[src/rtl/clk_div_bank.sv]
// Bank of programmable clock dividers with glitch-free divisor switchover.
// Each channel emits a 50% square wave and a terminal-count strobe.
module clk_div_bank #(
    parameter int NUM_CH   = 4,
    parameter int CNT_W    = 17,
    parameter int DIV_INIT = 104_167,
    parameter int SEL_W    = 2
) (
    input  logic              clk_in,
    input  logic              reset,
    input  logic              en,
    input  logic              resync,
    input  logic              div_wr,
    input  logic [SEL_W-1:0]  div_sel,
    input  logic [CNT_W-1:0]  div_val,
    output logic              wr_err,
    output logic [NUM_CH-1:0] pending,
    output logic [NUM_CH-1:0] tick,
    output logic [NUM_CH-1:0] clk_out
);

    localparam logic [CNT_W-1:0] DIV_RST = CNT_W'(DIV_INIT);
    localparam logic [CNT_W-1:0] ONE     = CNT_W'(1);

    logic [CNT_W-1:0] cnt     [NUM_CH];
    logic [CNT_W-1:0] div_act [NUM_CH];
    logic [CNT_W-1:0] shadow  [NUM_CH];
    logic             wr_ok;

    always_comb begin
        wr_ok = div_wr && (div_val != '0) && (int'(div_sel) < NUM_CH);
    end

    always_ff @(posedge clk_in) begin
        if (reset) begin
            wr_err  <= 1'b0;
            pending <= '0;
            tick    <= '0;
            clk_out <= '0;
            for (int i = 0; i < NUM_CH; i++) begin
                cnt[i]     <= '0;
                div_act[i] <= DIV_RST;
                shadow[i]  <= DIV_RST;
            end
        end else begin
            wr_err <= div_wr && !wr_ok;
            for (int i = 0; i < NUM_CH; i++) begin
                if (resync) begin
                    cnt[i]     <= '0;
                    tick[i]    <= 1'b0;
                    clk_out[i] <= 1'b0;
                    if (pending[i]) begin
                        div_act[i] <= shadow[i];
                        pending[i] <= 1'b0;
                    end
                end else if (!en) begin
                    tick[i] <= 1'b0;
                end else if (cnt[i] >= div_act[i] - ONE) begin
                    cnt[i]     <= '0;
                    tick[i]    <= 1'b1;
                    clk_out[i] <= ~clk_out[i];
                    if (pending[i]) begin
                        div_act[i] <= shadow[i];
                        pending[i] <= 1'b0;
                    end
                end else begin
                    cnt[i]  <= cnt[i] + ONE;
                    tick[i] <= 1'b0;
                end
                // Later assignment wins: a same-edge write keeps pending set
                // while the terminal/resync above consumes the old shadow.
                if (wr_ok && int'(div_sel) == i) begin
                    shadow[i]  <= div_val;
                    pending[i] <= 1'b1;
                end
            end
        end
    end

endmodule

[config.mk]
export PLATFORM = sky130hd
export DESIGN_NAME = clk_div_bank
export DESIGN_NICKNAME = d
export VERILOG_FILES = /design/src/rtl/clk_div_bank.sv
export SDC_FILE = /design/constraint.sdc
export NUM_CORES = 1
export LEC_CHECK = 0
export CORE_MARGIN = 5
export CORE_UTILIZATION = 45
export DETAILED_ROUTE_END_ITERATION = 12
export PLACE_DENSITY = 0.63
export SLEW_MARGIN = 25
export SYNTH_ARGS = -nofsm -noshare
export SYNTH_HDL_FRONTEND = slang
export SYNTH_SLANG_ARGS = --single-unit
export TNS_END_PERCENT = 1
[constraint.sdc]
create_clock -name clk_in -period 5 [get_ports clk_in]
set_input_delay 1 -clock clk_in [delete_from_list [all_inputs] [get_ports clk_in]]
set_output_delay 1 -clock clk_in [all_outputs]
set_load 0.01 [all_outputs]
==> flow_metrics.py, run 1 <==
metrics = {
    "grt": {
        "grt_antenna_before_repair": 0,
        "grt_overflow": 0,
        "grt_max_degree": 29,
        "grt_pass1_vias": 7413,
        "grt_pass1_wl_um": 37400,
        "grt.total_usage": 0.151,
    },
    "hold_path": {
        "min_path_cells": 2,
        "hp-class": "register to register",
    },
    "route": {
        "drc": 0,
        "wirelength_um": 22800,
        "first_pass_iters": 4,
        "drt-initial-drc-count": 408,
        "vias_per_cell": 5.21,
        "vias": 7569,
        "avgRoutedWirePerCell_um": 15.7,
        "ant_nets": 0,
    },
    "synthesis": {
        "synth_top_area_frac": 0.515,
        "synthSimpleGateAreaFrac": 0.225,
        "synthTopCellsByArea": "edfxtp_1 51%, ha_1 8.0%, xnor2_1 4.9%, nor2_1 3.9%, xor2_1 3.7%",
        "muxShareOfSynthArea": 0.00336,
        "synth_common_cells": "204 x edfxtp_1, 125 x nor2_1, 80 x nand2_1",
        "synth-compound-area-share": 0.0489,
        "synthArstFlopShare": 0,
        "synthAdderAreaFrac": 0.0799,
        "synth_warnings": 0,
        "synth_seq_cells": 217,
        "yosysTopAreaCell": "edfxtp_1",
        "synthesis.instances": 1055,
        "yosysMostFrequentCell": "edfxtp_1",
        "ys_seq_area_frac": 0.536,
        "syn_area_um2": 11900,
        "avgSynthCellArea_um2": 11.3,
        "synth_xor_area_frac": 0.0861,
        "synth_flop_cell": "edfxtp_1",
        "synth.distinct_cells": 54,
        "synth_top_family_by_area": "simple AND/OR/NAND/NOR gates",
        "synth_nets": 1155,
        "synth_edf_count": 204,
    },
    "final_layout": {
        "fillers": 2314,
        "final_layout_size_suffix_gt1_frac": 0.0877,
        "final_nets": 1201,
        "synthToLayoutAreaGrowth_pct": 12.4,
    },
    "sta": {
        "worst_pin_slew_ps": 958,
        "skew_ps": 8.64,
        "fin_crit_sh": 0.754,
        "fmax_ghz": 0.265,
        "slew_violations": 0,
        "fin_ws_ps": 1230,
        "setup_viol": 0,
        "fin_tns_setup_ps": 0,
        "slew_headroom": 0.358,
        "min_period_ps": 3770,
        "rsz0062_at_grt": "no",
        "hold_viol_final": 0,
    },
    "worst_setup_path": {
        "worstPathRequired_ps": 5140,
        "crit_end": "div_act[1][2]",
        "crit_fanout": 17,
        "startpoint": "div_act[1][8]",
        "reg2reg_to": "div_act[1][2]",
        "ff2ff_path_depth": 11,
        "critPathCaptureType": "register",
        "worst_ep_arrival_time_ps": 3900,
        "r2r_slack_ps": 1230,
        "critPathLaunchType": "register",
        "crit_type": "register to register",
        "r2r-start": "div_act[1][8]",
    },
    "cts": {
        "clk_pin_slew_ps": 60,
        "ctsHtreeMaxLevel": 1,
        "clock_latency_ps": 510,
        "cts_setup_buffers": 0,
        "clock_sinks": 217,
        "postCtsResizedCells": 0,
        "cts.hold.buffers_added": 0,
        "cts_tree": "yes",
        "root_buffer": "clkbuf_16",
        "clockBufferDepth": 3,
        "cts_made_buffers": 25,
    },
    "pwr": {
        "ir_drop_mv": 0.283,
        "powerDensity_nw_per_um2": 305,
        "leakagePower_uw": 0.00460,
    },
    "floorplanning": {
        "die_w_um": 173,
        "die-height_um": 173,
        "core_region_area_um2": 26100,
        "dieArea_um2": 29800,
        "start_util": 0.457,
        "rows": 59,
        "pin_count": 37,
    },
    "place": {
        "io_buffers": 36,
        "gp_congestion": 0.775,
        "dp_hpwl_um": 16800,
        "post-place-ws_ps": 1220,
    },
    "status": {
        "status": "completed",
    },
    "flow_run": {
        "maxCapViolCount": 0,
    },
}
## state kept, by name, summed over array words and instances (netlist names)
name,count
shadow,68
clk_out,4
tick,4
div_act,68
cnt,68
pending,4
wr_err,1
## critical path: stages (launching register included)
cell and delay [ps]:
edfxtp_1 440, nor4_1 400, nand2b_1 130, or3_1 420
xor2_1 170, ha_1 300, nand2_1 60, nor2_1 130
nand2_1 80, o21a_1 210, o21ai_0 390, o22a_1 660
## cell usage in the layout (no fill, tap or decap), types with 8 or more instances in the layout
cell type	n
edfxtp_1	204
nor2_1	125
nand2_1	80
ha_1	76
xnor2_1	67
or3_1	57
xor2_1	50
clkdlybuf4s50_1	36
a21oi_1	35
nand3_1	34
inv_1	30
nand2b_1	28
and2_1	27
clkbuf_16	25
and3_1	22
or2_2	21
o21ai_0	19
nor4_1	15
nor3_1	14
dfxtp_1	13
nand4_1	12
nor2b_1	9
nor2_4	9
o21bai_1	8
## layer usage
| layer | up-vias | global-route usage | share of wire |
|---|---|---|---|
| met5 | - | 0 | 0 |
| met4 | 0 | 0.0400 | 0.020 |
| met3 | 29 | 0.0253 | 0.055 |
| li1 | 3882 | - | - |
| met1 | 3538 | 0.214 | 0.47 |
| met2 | 120 | 0.242 | 0.45 |
## report_power, final
group | switching [µW] | internal [µW] | total (µW)
Clock | 688 | 1000 | 1690
Combinational | 152 | 95.5 | 247
Sequential | 61.3 | 2080 | 2140
Total | 901 | 3180 | 4080
## worst min path at each step
stage	startpoint	endpoint	slack [ps]
after detailed placement	clk_out[2]	clk_out[2]	460
after global routing	shadow[3][7]	div_act[3][7]	510
after global placement	clk_out[2]	clk_out[2]	470
after CTS	clk_out[2]	clk_out[2]	480
final	clk_out[2]	clk_out[2]	480
after floorplan	shadow[0][16]	div_act[0][16]	480
## per-stage QoR
step	cells	hold slack (ps)	total power, µW	util	cell area (µm²)
after floorplan	1055	481	2320	-	11900
after global placement	1409	469	2420	0.484	12600
after detailed placement	1409	465	2430	0.484	12600
after CTS	1452	478	4130	0.513	13400
after global routing	1452	506	4240	0.513	13400
final	1453	477	4080	0.513	13400
## cells by family (layout without fill, tap and decap cells)
family / after synthesis / after routing
simple gates: 493 / 493
flops: 217 / 217
xor+xnor: 117 / 117
compound gates: 94 / 94
fa+ha+maj: 76 / 76
buf+inv: 54 / 116
mux: 4 / 4
other cells: 0 / 1
## layout make-up
class	count	area, µm²	area share
diodes	1	2.50	0.000187
well taps	335	419	0.0313
clock inverters	12	86.3	0.00645
repair buffers	43	413	0.0309
inverters	30	113	0.00842
multi-input cells	784	5280	0.395
flip-flops and latches	217	6390	0.477
clock buffers	31	678	0.0507
No activity file was read; power rests on OpenSTA's default activity.
==> run 2, diff against run 1 <==
Settings changed: PLACE_DENSITY 0.63 to 0.66.
Clock period 5 ns to 3.2 ns, I/O delays scaled along.
==> run 2 against run 1 <==
  * The flow now finishes with violations (negative setup slack)
  * Clock skew fell by 1.1 ps
  * Global-route usage is 0.20 points higher
  * Cell count grew 5.2%
  * Register-to-register slack got worse by 1300 ps
  * Wire length rose by 3.3%
  * Sequential cell count did not move
  * Critical path type unchanged
==> flow_metrics.py, run 2 (synthesis results as in run 1) <==
metrics = {
    "route": {
        "first_pass_iters": 5,
        "vias_per_cell": 5.16,
        "vias": 7889,
        "ant_nets": 0,
        "drc": 0,
        "drt-initial-drc-count": 389,
        "wirelength_um": 23600,
        "avgRoutedWirePerCell_um": 15.4,
    },
    "worst_setup_path": {
        "r2r-start": "div_act[3][7]",
        "critPathCaptureType": "register",
        "reg2reg_to": "cnt[3][8]",
        "crit_fanout": 17,
        "r2r_slack_ps": -100,
        "worst_ep_arrival_time_ps": 3670,
        "worstPathRequired_ps": 3570,
        "ff2ff_path_depth": 14,
        "crit_type": "register to register",
        "critPathLaunchType": "register",
    },
    "cts": {
        "cts_made_buffers": 24,
        "clockBufferDepth": 3,
        "cts.hold.buffers_added": 0,
        "clock_sinks": 217,
        "clock_latency_ps": 520,
        "root_buffer": "clkbuf_16",
        "cts_tree": "yes",
        "clk_pin_slew_ps": 60,
        "ctsHtreeMaxLevel": 1,
    },
    "final_layout": {
        "reg_top3": "cnt: 68 flops, div_act: 68 flops, shadow: 68 flops",
        "final_common_cell": "edfxtp_1",
        "synthToLayoutAreaGrowth_pct": 19.7,
        "antennaDiodeCount": 0,
        "final_layout_size_suffix_gt1_frac": 0.175,
        "fin_area_um2": 14200,
        "layout.cells.most_common_list": "204 x edfxtp_1, 117 x nor2_1, 79 x nand2_1, 76 x ha_1, 75 x buf_4",
        "final_nets": 1275,
    },
    "pwr": {
        "leakagePower_uw": 0.00502,
        "ir_drop_mv": 0.396,
        "powerDensity_nw_per_um2": 458,
    },
    "hold_path": {
        "min_path_cells": 2,
        "hp-start": "clk_out[3]",
        "hp-class": "register to register",
        "min_to": "clk_out[3]",
    },
    "sta": {
        "slew_headroom": 0.419,
        "fin_ws_ps": -95.7,
        "hold_slack_ps": 477,
        "worst_pin_slew_ps": 866,
        "setup_viol": 45,
        "min_period_ps": 3300,
        "hold_viol_final": 0,
        "fmax_ghz": 0.303,
        "rsz0062_at_grt": "yes",
        "fin_crit_sh": 1.03,
        "skew_ps": 7.50,
        "slew_violations": 0,
    },
    "grt": {
        "grt_antenna_before_repair": 1,
        "grt_max_degree": 19,
        "grt.total_usage": 0.153,
        "grt_pass1_vias": 7576,
        "grt_overflow": 0,
        "grt_pass1_wl_um": 37700,
    },
    "place": {
        "io_buffers": 36,
        "postPlaceCellArea_um2": 13200,
        "dp_hpwl_um": 17200,
        "gp_congestion": 0.790,
    },
    "floorplanning": {
        "core_region_area_um2": 26100,
        "pin_count": 37,
        "die-height_um": 173,
        "die_w_um": 173,
        "dieArea_um2": 29800,
        "rows": 59,
        "start_util": 0.457,
    },
    "status": {
        "failed_checks": "negative setup slack",
        "status": "finished, violations left",
    },
    "flow_run": {
        "maxCapViolCount": 0,
    },
}
[run 2: cell types whose count changed in the layout (fill, tap and decap cells not counted), sizes merged]
cell and delta:
buf +75, bufinv +1, clkinv +1, clkinvlp -1, diode -1
[run 2: per-stage QoR]
stage	TNS (ps)	setup slack, ps	instances	power (µW)	utilization
floorplan	-4460	-133	1055	3630	-
global placement	-8880	-253	1481	3830	0.508
detailed placement	-14180	-289	1481	3840	0.508
CTS	-4910	-160	1528	6580	0.542
global route	-22630	-336	1528	6770	0.547
finish	-2120	-95.7	1528	6520	0.547
[run 2: timing repair]
| action | 4_1_cts | 5_1_grt |
|---|---|---|
| gates resized for setup | 18 | 36 |
| setup endpoints to repair | 136 | 203 |
| buffers inserted | 4 | 0 |
| pin swaps | 12 | 15 |
[run 2: how the worst max path moves through the flow]
stage                          end  depth (start not counted)     startpoint  slack [ps]
floorplan            div_act[1][0]                         11  div_act[1][8]        -130
global placement     div_act[3][2]                         13  div_act[3][8]        -250
detailed placement  div_act[3][16]                         13  div_act[3][8]        -290
CTS                 div_act[3][16]                         12  div_act[3][7]        -160
global route             cnt[3][8]                         14  div_act[3][7]        -340
finish                   cnt[3][8]                         14  div_act[3][7]        -100
[run 2: report_power, final]
part / internal, µW / switching, µW
Combinational: 202 / 256
Clock: 1630 / 1100
Sequential: 3240 / 95.0
Total: 5070 / 1450
[run 2: final cells by class]
cell class / count / area [µm²]
Clock inverter: 13 / 111
Multi-Input combinational cell: 784 / 5490
Sequential cell: 217 / 6390
Clock buffer: 31 / 668
Inverter: 30 / 113
Timing Repair Buffer: 118 / 1060
Fill cell: 2228 / 11800
Tap cell: 335 / 419
[run 2: worst max-delay path, cell delays in order, from the launching register on]
cell and delay [ps]:
edfxtp_1 390, or4_4 570, nor3_4 150, nand3_2 100, buf_4 150, nor3_2 140, xnor2_1 150, ha_1 270
a21oi_2 130, nor2_1 60, a211oi_2 210, nand2_1 130, or3_4 390, buf_12 180, a21oi_1 120
[run 2: metal layers]
layer	share of wire	global-route usage	wire (µm)	vias to the layer above
met5	0	0	0	-
met4	0.024	0.0432	559	0
met3	0.049	0.0266	1160	34
met2	0.46	0.249	10800	128
met1	0.47	0.212	11000	3696
li1	-	-	-	4031
==> run 3, diff against run 2 <==
Settings changed: CTS_BUF_LIST set to sky130_fd_sc_hd__clkbuf_8.
==> run 3 against run 2 <==
  * The flow still finishes with violations (negative setup slack)
  * Critical path depth unchanged
  * Clock skew up 3.0 ps
  * Via count up 1.1%
  * Sequential power about the same
  * Largest cell class unchanged
==> flow_metrics.py, run 3 (synthesis results as in run 1) <==
metrics = {
    "status": {
        "status": "finished, violations left",
        "failed_checks": "negative setup slack",
    },
    "final_layout": {
        "regArea_um2": 6390,
        "final_common_cell": "edfxtp_1",
        "reg_top3": "cnt: 68 flops, div_act: 68 flops, shadow: 68 flops",
        "layout.cells.most_common_list": "204 x edfxtp_1, 116 x nor2_1, 79 x nand2_1, 76 x ha_1, 76 x buf_4",
        "fillers": 2228,
        "fin_area_um2": 14300,
        "multi_input_area_um2": 5510,
        "final_nets": 1291,
        "synthToLayoutAreaGrowth_pct": 20.3,
        "final_layout_size_suffix_gt1_frac": 0.194,
    },
    "worst_setup_path": {
        "critPathCaptureType": "register",
        "worstPathRequired_ps": 3590,
        "crit_type": "register to register",
        "crit_fanout": 8,
        "critPathLaunchType": "register",
        "worst_ep_arrival_time_ps": 3750,
    },
    "cts": {
        "cts_made_buffers": 37,
        "clk_pin_slew_ps": 60,
        "root_buffer": "clkbuf_8",
        "cts.hold.buffers_added": 0,
        "clock_sinks": 217,
        "clockBufferDepth": 3,
        "cts_tree": "yes",
        "ctsHtreeMaxLevel": 2,
        "clock_latency_ps": 530,
    },
    "pwr": {
        "powerDensity_nw_per_um2": 449,
        "ir_drop_mv": 0.323,
        "leakagePower_uw": 0.00509,
    },
    "sta": {
        "fin_ws_ps": -159,
        "fmax_ghz": 0.298,
        "slew_headroom": 0.412,
        "hold_viol_final": 0,
        "setup_viol": 56,
        "hold_slack_ps": 474,
        "min_period_ps": 3360,
        "rsz0062_at_grt": "yes",
        "fin_crit_sh": 1.05,
        "skew_ps": 10.5,
        "worst_pin_slew_ps": 877,
        "slew_violations": 0,
    },
    "route": {
        "drt-initial-drc-count": 385,
        "wirelength_um": 23900,
        "ant_nets": 0,
        "vias": 7975,
        "vias_per_cell": 5.13,
        "drc": 0,
        "avgRoutedWirePerCell_um": 15.4,
        "first_pass_iters": 5,
    },
    "floorplanning": {
        "pin_count": 37,
        "die_w_um": 173,
        "core_region_area_um2": 26100,
        "start_util": 0.457,
        "rows": 59,
        "die-height_um": 173,
        "dieArea_um2": 29800,
    },
    "hold_path": {
        "hp-class": "register to register",
    },
    "place": {
        "post-place-ws_ps": -289,
        "postPlaceCellArea_um2": 13200,
        "io_buffers": 36,
        "gp_congestion": 0.790,
        "dp_hpwl_um": 17200,
    },
    "grt": {
        "grt_pass1_wl_um": 38200,
        "grt_pass1_vias": 7694,
        "grt_antenna_before_repair": 1,
        "grt.total_usage": 0.155,
        "grt_overflow": 0,
        "grt_max_degree": 19,
    },
    "flow_run": {
        "maxCapViolCount": 0,
    },
}
## run 3: cell types whose count changed in the layout (fill, tap and decap cells not counted), sizes merged
cell      delta
bufinv       +2
clkinv       +6
inv          +4
buf          +2
clkinvlp     +1
diode        +1
clkbuf      +10
## run 3: final timing paths
kind                 start          to  slack, ps  cells after the start
max          div_act[3][9]  cnt[3][13]       -160                     14
min             clk_out[0]  clk_out[0]        470                      2
max reg2reg  div_act[3][9]  cnt[3][13]       -160                     14
min reg2reg     clk_out[0]  clk_out[0]        470                      2
## run 3: stage by stage
stage / power [µW] / TNS, ps / std cells / utilization
after global placement: 3830 / -8880 / 1481 / 0.508
final: 6440 / -6690 / 1554 / 0.550
after global routing: 6720 / -23360 / 1553 / 0.549
after floorplan: 3630 / -4460 / 1055 / -
after detailed placement: 3840 / -14180 / 1481 / 0.508
after CTS: 6500 / -5990 / 1550 / 0.541
## run 3: final cells by class
cell class | count | share of cell area
flip-flops and latches | 217 | 0.446
multi-input cells | 784 | 0.385
repair buffers | 121 | 0.0779
clock buffers | 40 | 0.0384
well taps | 335 | 0.0293
clock inverters | 26 | 0.0156
inverters | 30 | 0.00786
diodes | 1 | 0.000175
## run 3: per-layer routing
layer,vias up,track usage,part of all wire
met5,-,0,0
li1,4065,-,-
met2,157,0.248,0.46
met3,43,0.0308,0.051
met1,3710,0.212,0.46
met4,0,0.0580,0.027
## run 3: power breakdown
| group | total [µW] | internal, µW | switching (µW) |
|---|---|---|---|
| clock | 2630 | 1490 | 1150 |
| sequential | 3340 | 3240 | 94.9 |
| combinational | 463 | 205 | 258 |
## run 3: timing repair
action,CTS,global route
setup endpoints to repair,137,199
gates cloned,0,1
pin swaps,9,26
gates resized for setup,14,44
buffers inserted,4,2
## run 3: worst max-delay path, stage by stage, from the launching register on
cell and delay [ps]:
edfxtp_1 400, or4_4 550, nor3_4 200, nand3_2 100, buf_4 160, nor3_4 110, xnor2_1 100, ha_1 320
a21oi_2 120, nor2_1 50, a211oi_2 260, nand2_1 120, or3_4 420, clkbuf_16 200, nor2_4 90
